## src/rtl/huff_decode_ctrl.sv

```systemverilog
// JPEG Huffman decode sequencer: walks table 1/table 2 per code bit and emits (run, coefficient) records.
// Optional build macro COEF_EXTEND_EN applies the JPEG sign-extend rule to coeff_s1.
module huff_decode_ctrl #(
  parameter int MAX_LEN   = 8,
  parameter int BLK_COEFS = 64
) (
  input  logic        phi2,
  input  logic        reset_s1,
  input  logic        start_s1,
  input  logic        bitstream_s1,
  input  logic        bit_valid_s1,
  output logic        bit_ready_s1,
  output logic [3:0]  t1_addr_s1,
  input  logic [8:0]  maxcode_v1,
  input  logic [5:0]  base_v1,
  output logic [5:0]  t2_addr_s1,
  input  logic [1:0]  run_length_v1,
  input  logic [3:0]  coeff_size_v1,
  output logic        coeff_valid_s1,
  output logic [1:0]  run_s1,
  output logic [11:0] coeff_s1,
  output logic        eob_s1,
  output logic        err_s1
);

  localparam logic [3:0] LEN_LAST = 4'(MAX_LEN);
  localparam logic [7:0] POS_LAST = 8'(BLK_COEFS);

  typedef enum logic [2:0] {IDLE, SHIFT, CMP, LOOK2, COEF, EMIT, ERROR} state_t;

  state_t      state, state_next;
  logic [7:0]  code;
  logic [3:0]  len;
  logic [6:0]  pos;
  logic        dc;
  logic [1:0]  run;
  logic [3:0]  cnt;
  logic [10:0] raw;
  logic        xfer, code_match, eob_sym, block_done;
  logic [7:0]  pos_next;
  logic [11:0] coeff_value;

  assign xfer = bit_valid_s1 && bit_ready_s1;

  always_comb begin
    pos_next   = {1'b0, pos} + (dc ? 8'd1 : ({6'd0, run} + 8'd1));
    block_done = pos_next >= POS_LAST;
    code_match = !maxcode_v1[8] && (code <= maxcode_v1[7:0]);
    eob_sym    = !dc && (run_length_v1 == 2'd0) && (coeff_size_v1 == 4'd0);
  end

`ifdef COEF_EXTEND_EN
  logic [3:0]  size;
  logic [11:0] raw_ext, span, half;

  // A clear top magnitude bit means a negative value: subtract 2^S - 1.
  always_comb begin
    raw_ext     = {1'b0, raw};
    span        = (12'd1 << size) - 12'd1;
    half        = (12'd1 << size) >> 1;
    coeff_value = ((raw_ext & half) == 12'd0) ? (raw_ext - span) : raw_ext;
  end
`else
  assign coeff_value = {1'b0, raw};
`endif

  always_ff @(posedge phi2) begin
    if (reset_s1) state <= IDLE;
    else          state <= state_next;
  end

  always_comb begin
    state_next     = state;
    bit_ready_s1   = 1'b0;
    coeff_valid_s1 = 1'b0;
    eob_s1         = 1'b0;
    err_s1         = 1'b0;
    run_s1         = '0;
    coeff_s1       = '0;
    case (state)
      IDLE: if (start_s1) state_next = SHIFT;
      SHIFT: begin
        bit_ready_s1 = 1'b1;
        if (bit_valid_s1) state_next = CMP;
      end
      CMP: begin
        if (code_match)             state_next = LOOK2;
        else if (len >= LEN_LAST)   state_next = ERROR;
        else                        state_next = SHIFT;
      end
      LOOK2: begin
        if (eob_sym) begin
          eob_s1     = 1'b1;
          state_next = IDLE;
        end else if (coeff_size_v1 == 4'd0) begin
          state_next = EMIT;
        end else begin
          state_next = COEF;
        end
      end
      COEF: begin
        bit_ready_s1 = 1'b1;
        if (bit_valid_s1 && cnt <= 4'd1) state_next = EMIT;
      end
      EMIT: begin
        coeff_valid_s1 = 1'b1;
        run_s1         = run;
        coeff_s1       = coeff_value;
        if (block_done) begin
          eob_s1     = 1'b1;
          state_next = IDLE;
        end else begin
          state_next = SHIFT;
        end
      end
      ERROR: begin
        err_s1 = 1'b1;
        if (start_s1) state_next = SHIFT;
      end
      default: state_next = IDLE;
    endcase
  end

  // Table addresses are registered; the tables answer combinationally from them in the next state.
  always_ff @(posedge phi2) begin
    if (reset_s1) begin
      code       <= '0;
      len        <= '0;
      pos        <= '0;
      dc         <= 1'b0;
      run        <= '0;
      cnt        <= '0;
      raw        <= '0;
      t1_addr_s1 <= '0;
      t2_addr_s1 <= '0;
`ifdef COEF_EXTEND_EN
      size       <= '0;
`endif
    end else begin
      case (state)
        IDLE, ERROR: begin
          if (start_s1) begin
            code <= '0;
            len  <= '0;
            pos  <= '0;
            dc   <= 1'b1;
          end
        end
        SHIFT: begin
          if (xfer) begin
            code       <= {code[6:0], bitstream_s1};
            len        <= len + 4'd1;
            t1_addr_s1 <= {dc, len[2:0]};
          end
        end
        CMP: if (code_match) t2_addr_s1 <= base_v1 + code[5:0];
        LOOK2: begin
          run <= run_length_v1;
          cnt <= coeff_size_v1;
          raw <= '0;
`ifdef COEF_EXTEND_EN
          size <= coeff_size_v1;
`endif
        end
        COEF: begin
          if (xfer) begin
            raw <= {raw[9:0], bitstream_s1};
            cnt <= cnt - 4'd1;
          end
        end
        EMIT: begin
          pos  <= pos_next[6:0];
          dc   <= 1'b0;
          code <= '0;
          len  <= '0;
        end
        default: ;
      endcase
      if (state_next == IDLE) begin
        t1_addr_s1 <= '0;
        t2_addr_s1 <= '0;
      end
    end
  end

endmodule

```

## config.mk

```make
export PLATFORM = sky130hd
export DESIGN_NAME = huff_decode_ctrl
export DESIGN_NICKNAME = d
export VERILOG_FILES = /design/src/rtl/huff_decode_ctrl.sv
export SDC_FILE = /design/constraint.sdc
export NUM_CORES = 1
export LEC_CHECK = 0
export ABC_AREA = 1
export BUFFER_PORTS_ARGS = -buffer_cell sky130_fd_sc_hd__buf_4
export CAP_MARGIN = 20
export CELL_PAD_IN_SITES_DETAIL_PLACEMENT = 2
export CELL_PAD_IN_SITES_GLOBAL_PLACEMENT = 2
export CORE_MARGIN = 2
export CORE_UTILIZATION = 32
export DETAILED_ROUTE_END_ITERATION = 8
export PLACE_DENSITY_LB_ADDON = 0.1
export SLEW_MARGIN = 20
export SYNTH_ARGS = -nofsm -noshare
export SYNTH_HDL_FRONTEND = slang
export SYNTH_SLANG_ARGS = --single-unit
```

## constraint.sdc

```tcl
create_clock -name phi2 -period 3.6 [get_ports phi2]
set_input_delay 0 -clock phi2 [delete_from_list [all_inputs] [get_ports phi2]]
set_output_delay 0 -clock phi2 [all_outputs]
set_load 0.1 [all_outputs]
```

======== Word level (Yosys, flattened, before mapping) ========
Index checks and enable logic that the tools add are counted.
word-level totals
  word-level logic and storage cells ...... 82
  input port bits ......................... 26
  bits in registers ....................... 50
  output and inout port bits .............. 28
cells by class
  mux-type cells .......................... 32
  eq/ne operators ......................... 9
  reductions and logical operators ........ 22
  magnitude comparators ................... 4
  add/subtract/negate cells ............... 5
operator list
  kind                 count
  $pmux 8 s3           1
  $mux 11              2
  $pmux 11 s2          1
  $mux 3               7
  $pmux 3 s6           1
  $mux 8               2
  $pmux 7 s2           1
  $mux 4               3
  $pmux 4 s3           1
  $eq 3x3->1 const B   3
  $add 7x3->8          1
  $ge 8x7->1 const B   1
  $le 8x8->1           1
  $mux 1               8
  $pmux 4 s2           1
  $reduce_and 2->1     4
  $mux 7               1
  $add 6x6->6          1
  $eq 3x2->1 const B   2
  $logic_not 3->1      2
  $reduce_or 2->1      3
  $logic_and 1x1->1    5
  $add 4x1->4 const B  1
  $ge 4x4->1 const B   1
  14 further kinds     18

======== Longest topological paths before layout ========
  depth after elaboration ................. 8
  mapped depth ............................ 17

======== Worst setup path before layout ========
No wires, ideal clock.
  kind .................................... register to output
  start ................................... register state[1]
  end ..................................... output coeff_s1[1]
  buffers on the path ..................... 1
  required time ........................... 3.600 ns
  setup slack ............................. 0.520 ns
  data arrival time ....................... 3.080 ns
  stages on the path, launching flop included .. 7
  path through ............................ dfxtp_1 inv_2 nand2_1 nor2_2 inv_2 clkbuf_1 nor2_1
on the way
  cells in the longest elaborated chain, start to end .. 2
ends and longest elaborated chain
  what                    line  source
  from (decl)             31    state_t state, state_next;
  from (signal assigned)  69    else state <= state_next;
  $eq 3x3->1              80    case (state)
  $mux 11                 80
  to (decl)               21    output logic [11:0] coeff_s1,
Every way passes these cells.

======== Worst setup path in the final report ========
  start ................................... register run[0]
  end ..................................... output eob_s1
on the way
  cells in the longest elaborated chain, start to end .. 6
ends and longest elaborated chain
  what                    line  source
  from (decl)             36    logic [1:0] run;
  from (signal assigned)  158   run <= run_length_v1;
  $add 2x1->3             46    pos_next = {1'b0, pos} + (dc ? 8'd1 : ({6'd0, run} + 8'd1));
  $mux 3                  46
  $add 7x3->8             46
  $ge 8x7->1              47    block_done = pos_next >= POS_LAST;
  $mux 1                  109   if (block_done) begin
  $pmux 1 s2              80
  to (decl)               22    output logic eob_s1,
Every way passes these cells.

==> impl_metrics.prom <==
# TYPE chip_impl_metric gauge
chip_impl_info{name="outcome",value="finished, final reports clean"} 1
chip_impl_metric{name="die_w",unit="um"} 98.67
chip_impl_metric{name="nNetsFinal",unit=""} 528
chip_impl_metric{name="final_cell_area",unit="mm2"} 0.003503
chip_impl_metric{name="synth_async_sr_flop_share",unit="%"} 0
chip_impl_info{name="synth_flop_cell",value="dfxtp_1"} 1
chip_impl_metric{name="h-tree-depth",unit=""} 2
chip_impl_info{name="rsz0062_at_grt",value="no"} 1
chip_impl_metric{name="synthCells",unit=""} 426
chip_impl_metric{name="placed_area",unit="mm2"} 0.003344
chip_impl_metric{name="power_frac_clock",unit="%"} 35.1
chip_impl_metric{name="grt_start_max_net_pins",unit=""} 29
chip_impl_metric{name="synth_xor_xnor_area_share",unit="%"} 1.527
chip_impl_metric{name="fin_worst_hold_slack",unit="ns"} 0.01057
chip_impl_info{name="synth.cells.most_frequent",value="nand2_1, inv_1, dfxtp_1"} 1
chip_impl_metric{name="path_buf_inv",unit=""} 2
chip_impl_metric{name="combPwrFrac",unit="%"} 15.9
chip_impl_metric{name="dpl_hpwl",unit="mm"} 6.396
chip_impl_metric{name="grt-ovfl-total",unit=""} 0
chip_impl_metric{name="start_util",unit="%"} 32.88
chip_impl_metric{name="postLayoutSetupSlackWorst",unit="ns"} 1.046
chip_impl_metric{name="setup-tns-final",unit="ns"} 0
chip_impl_metric{name="maxCapViolations",unit=""} 0
chip_impl_info{name="crit_top_cell",value="nand2_1"} 1
chip_impl_metric{name="placement.setup.worst_slack",unit="ns"} 1.160
chip_impl_metric{name="power.sequential.fraction",unit="%"} 49.1
chip_impl_metric{name="track_usage",unit="%"} 17.79
chip_impl_info{name="criticalPathCategory",value="register to output port"} 1
chip_impl_metric{name="detailroute.via_count",unit=""} 2859
chip_impl_metric{name="internal-power",unit="mW"} 0.8241
chip_impl_metric{name="top_level_ports",unit=""} 54
chip_impl_metric{name="clock.fmax",unit="GHz"} 0.3916
chip_impl_metric{name="max_stage_delay",unit="ns"} 0.40
chip_impl_metric{name="cts_num_sinks",unit=""} 50
chip_impl_info{name="slowest_stage",value="fa_1"} 1
chip_impl_metric{name="grt_first_pass_wirelength",unit="mm"} 14.29
chip_impl_metric{name="via_count_of_the_first_global_routing_pass",unit=""} 2981
chip_impl_metric{name="synth_enable_flop_cells",unit=""} 0
chip_impl_metric{name="p_sw_share",unit="%"} 29.04
chip_impl_metric{name="pwr_density_cell",unit="mW/mm2"} 331.5
chip_impl_metric{name="numCtsBuffers",unit=""} 5
chip_impl_metric{name="ys_types",unit=""} 34
chip_impl_metric{name="cts_setup_buffers",unit=""} 0
chip_impl_metric{name="fin_skew",unit="ns"} 0.007901
chip_impl_info{name="synth_top_family_by_area",value="simple AND/OR/NAND/NOR gates"} 1
chip_impl_metric{name="synth_nets",unit=""} 475
chip_impl_metric{name="clk_transition_reported_paths",unit="ns"} 0.10
chip_impl_metric{name="drt-wirelength-per-cell",unit="um"} 14.02
chip_impl_metric{name="core_area",unit="mm2"} 0.008721
chip_impl_info{name="clk_root_buffer_cell",value="clkbuf_8"} 1
chip_impl_info{name="worst_path_dominant_cell_family",value="adder cells"} 1
chip_impl_metric{name="critPathMaxFanout",unit=""} 3
chip_impl_info{name="endpoint_class_of_the_critical_path",value="output port"} 1
chip_impl_metric{name="placement_rows",unit=""} 34
chip_impl_metric{name="synth_top_cell_area_share",unit="%"} 34.90
chip_impl_metric{name="post_synth_instance_area",unit="mm2"} 0.002868
chip_impl_metric{name="timing.final.crit_share",unit="%"} 70.94
chip_impl_info{name="holdCritPathClass",value="input pin to register"} 1
chip_impl_metric{name="ys_seq_area_share",unit="%"} 34.90
chip_impl_metric{name="ys.warnings.count",unit=""} 0
chip_impl_metric{name="worst-endpoint-required",unit="ns"} 3.60
chip_impl_metric{name="detail_route.drc_violations",unit=""} 0
chip_impl_metric{name="vdd_drop_max",unit="mV"} 0.1608
chip_impl_info{name="list_of_cells_traversed_by_the_critical_path",value="ha_1 -> nand2_1 -> fa_1 -> inv_1 -> nand2_1 -> a21boi_1 -> nand2_1 -> nand2_1 -> nand2_1 -> a21oi_1 -> a21o_1 -> buf_4"} 1
chip_impl_metric{name="die-height",unit="um"} 98.67
chip_impl_metric{name="synth_adder_area_share",unit="%"} 10.56
chip_impl_metric{name="routed_via_density",unit=""} 4.862
chip_impl_metric{name="count_of_filler_cells_inserted_in_the_layout",unit=""} 1058
chip_impl_metric{name="post_cts_hold_buffer_count",unit=""} 5
chip_impl_metric{name="avgSynthCellArea",unit="um2"} 6.732
chip_impl_metric{name="period_needed",unit="ns"} 2.554
chip_impl_metric{name="io_buffers",unit=""} 52
chip_impl_metric{name="first_pass_iters",unit=""} 4
chip_impl_metric{name="area_fraction_in_and_or_nand_and_nor_cells_after_synthesis",unit="%"} 26.96
chip_impl_metric{name="timing.critical_path.arrival",unit="ns"} 2.55
chip_impl_metric{name="die_area",unit="mm2"} 0.009735
chip_impl_metric{name="antenna_found_initial",unit=""} 0
chip_impl_metric{name="number_of_resized_instances_in_the_post_cts_repair_step",unit=""} 0
chip_impl_info{name="post-synth-top-count-cell",value="nand2_1"} 1
chip_impl_metric{name="clock_insertion_delay_worst_skew",unit="ns"} 0.30
chip_impl_metric{name="routed_wirelength",unit="mm"} 8.246
chip_impl_metric{name="synth_area_in_compound_gates",unit="%"} 13.61
chip_impl_metric{name="final_hold_viol_count",unit=""} 0
chip_impl_metric{name="diodes",unit=""} 0
chip_impl_info{name="cp_startpoint_kind",value="register"} 1
chip_impl_metric{name="muxShareOfSynthArea",unit="%"} 0
chip_impl_metric{name="flow.area_growth_from_synthesis",unit="%"} 22.16
chip_impl_metric{name="drt_antenna_net_count",unit=""} 0
chip_impl_metric{name="leakage_power_total",unit="nW"} 1.661
chip_impl_metric{name="max-clock-path-buffers",unit=""} 2
chip_impl_info{name="synth_area_leader_cell",value="dfxtp_1"} 1
chip_impl_metric{name="drive_above_1_share",unit="%"} 15.63
chip_impl_metric{name="total_switching_power",unit="mW"} 0.3373
chip_impl_metric{name="placer_congestion",unit=""} 0.7726
chip_impl_metric{name="timing.final.max_slew_violations",unit=""} 0
chip_impl_metric{name="final_number_of_setup_violating_endpoints",unit=""} 0
chip_impl_metric{name="ys_seq_elements",unit=""} 50
chip_impl_metric{name="detailedRoute.firstIterationViolations",unit=""} 54
chip_impl_info{name="clock_tree_from_tritoncts",value="yes"} 1
chip_impl_info{name="synthTopCellsByArea",value="dfxtp_1, nand2_1, inv_1"} 1
power groups by stage:
stage	clock network, mW	logic (mW)	registers (mW)
after floorplan	0	0.110	0.592
after global placement	0	0.178	0.582
after detailed placement	0	0.183	0.583
after CTS	0.422	0.189	0.570
after global routing	0.443	0.209	0.571
final	0.407	0.184	0.570
layout by cell type (no fill, tap or decap):
master / count
a211oi_1: 2
a211oi_2: 1
a21boi_0: 1
a21boi_1: 1
a21o_1: 2
a21oi_1: 35
a22oi_1: 2
a31oi_1: 2
buf_4: 53
bufinv_16: 1
clkbuf_8: 5
clkinv_2: 2
conb_1: 1
dfxtp_1: 50
dlygate4sd3_1: 5
fa_1: 2
ha_1: 21
inv_1: 72
inv_2: 7
nand2_1: 107
nand2_2: 2
nand3_1: 23
nand3_2: 1
nand3_4: 1
nand4_1: 4
nor2_1: 42
nor2_2: 1
nor2_4: 1
nor3_1: 2
o211ai_1: 2
o21ai_0: 19
o21ai_1: 4
or2_0: 1
xnor2_1: 2
xor2_1: 3
metrics by stage:
step	instances	utilization, %	power (mW)
after floorplan	426	-	0.7020
after global placement	575	38.35	0.7603
after detailed placement	575	38.35	0.7656
after CTS	588	40.17	1.181
after global routing	588	40.17	1.223
final	588	40.17	1.161
worst min-delay path, cell delays in order:
cell and delay (ns):
buf_4 0.09, o21ai_0 0.08, a21oi_1 0.12
metal layers:
layer	GRT usage, %	share of wire, %	wire [um]	vias to the layer above
li1	-	-	-	1430
met1	22.30	45	3720	1395
met2	32.71	52	4269	32
met3	2.553	2.7	219	2
met4	3.161	0.44	36	0
met5	0	0	0	-
path summary, 6_finish.rpt:
| kind | startpoint | endpoint | cells past startpoint | slack, ns |
|---|---|---|---|---|
| setup reg to reg | run[0] | t2_addr_s1[5] | 15 | 1.17 |
| hold / removal | run_length_v1[0] | run[0] | 3 | 0.01 |
| hold reg to reg | pos[0] | pos[0] | 2 | 0.48 |
| setup / recovery | run[0] | eob_s1 | 12 | 1.05 |
flip-flops by register name (all words and copies together), names as in the netlist:
name and flops:
pos 7, dc 1, cnt 4, run 2, len 4, state 3
t2_addr_s1 6, t1_addr_s1 4, raw 11, code 8
layout make-up:
cell class	instances	area, um2	area share [%]
Clock buffer	5	68.82	1.964
Clock inverter	3	40.04	1.143
Inverter	79	296.5	8.464
Multi-Input combinational cell	285	1514	43.21
Sequential cell	50	1001	28.57
Tap cell	108	135.1	3.857
Timing Repair Buffer	58	447.9	12.79
cells by family after synthesis:
family | Yosys count
AND/OR/NAND/NOR | 185
flip-flops | 50
AO/OA/AOI/OAI | 71
adder cells (fa/ha/maj) | 23
buffers and inverters | 91
other | 1
XOR/XNOR | 5
Note: power is estimated with default switching activity, not from simulation.
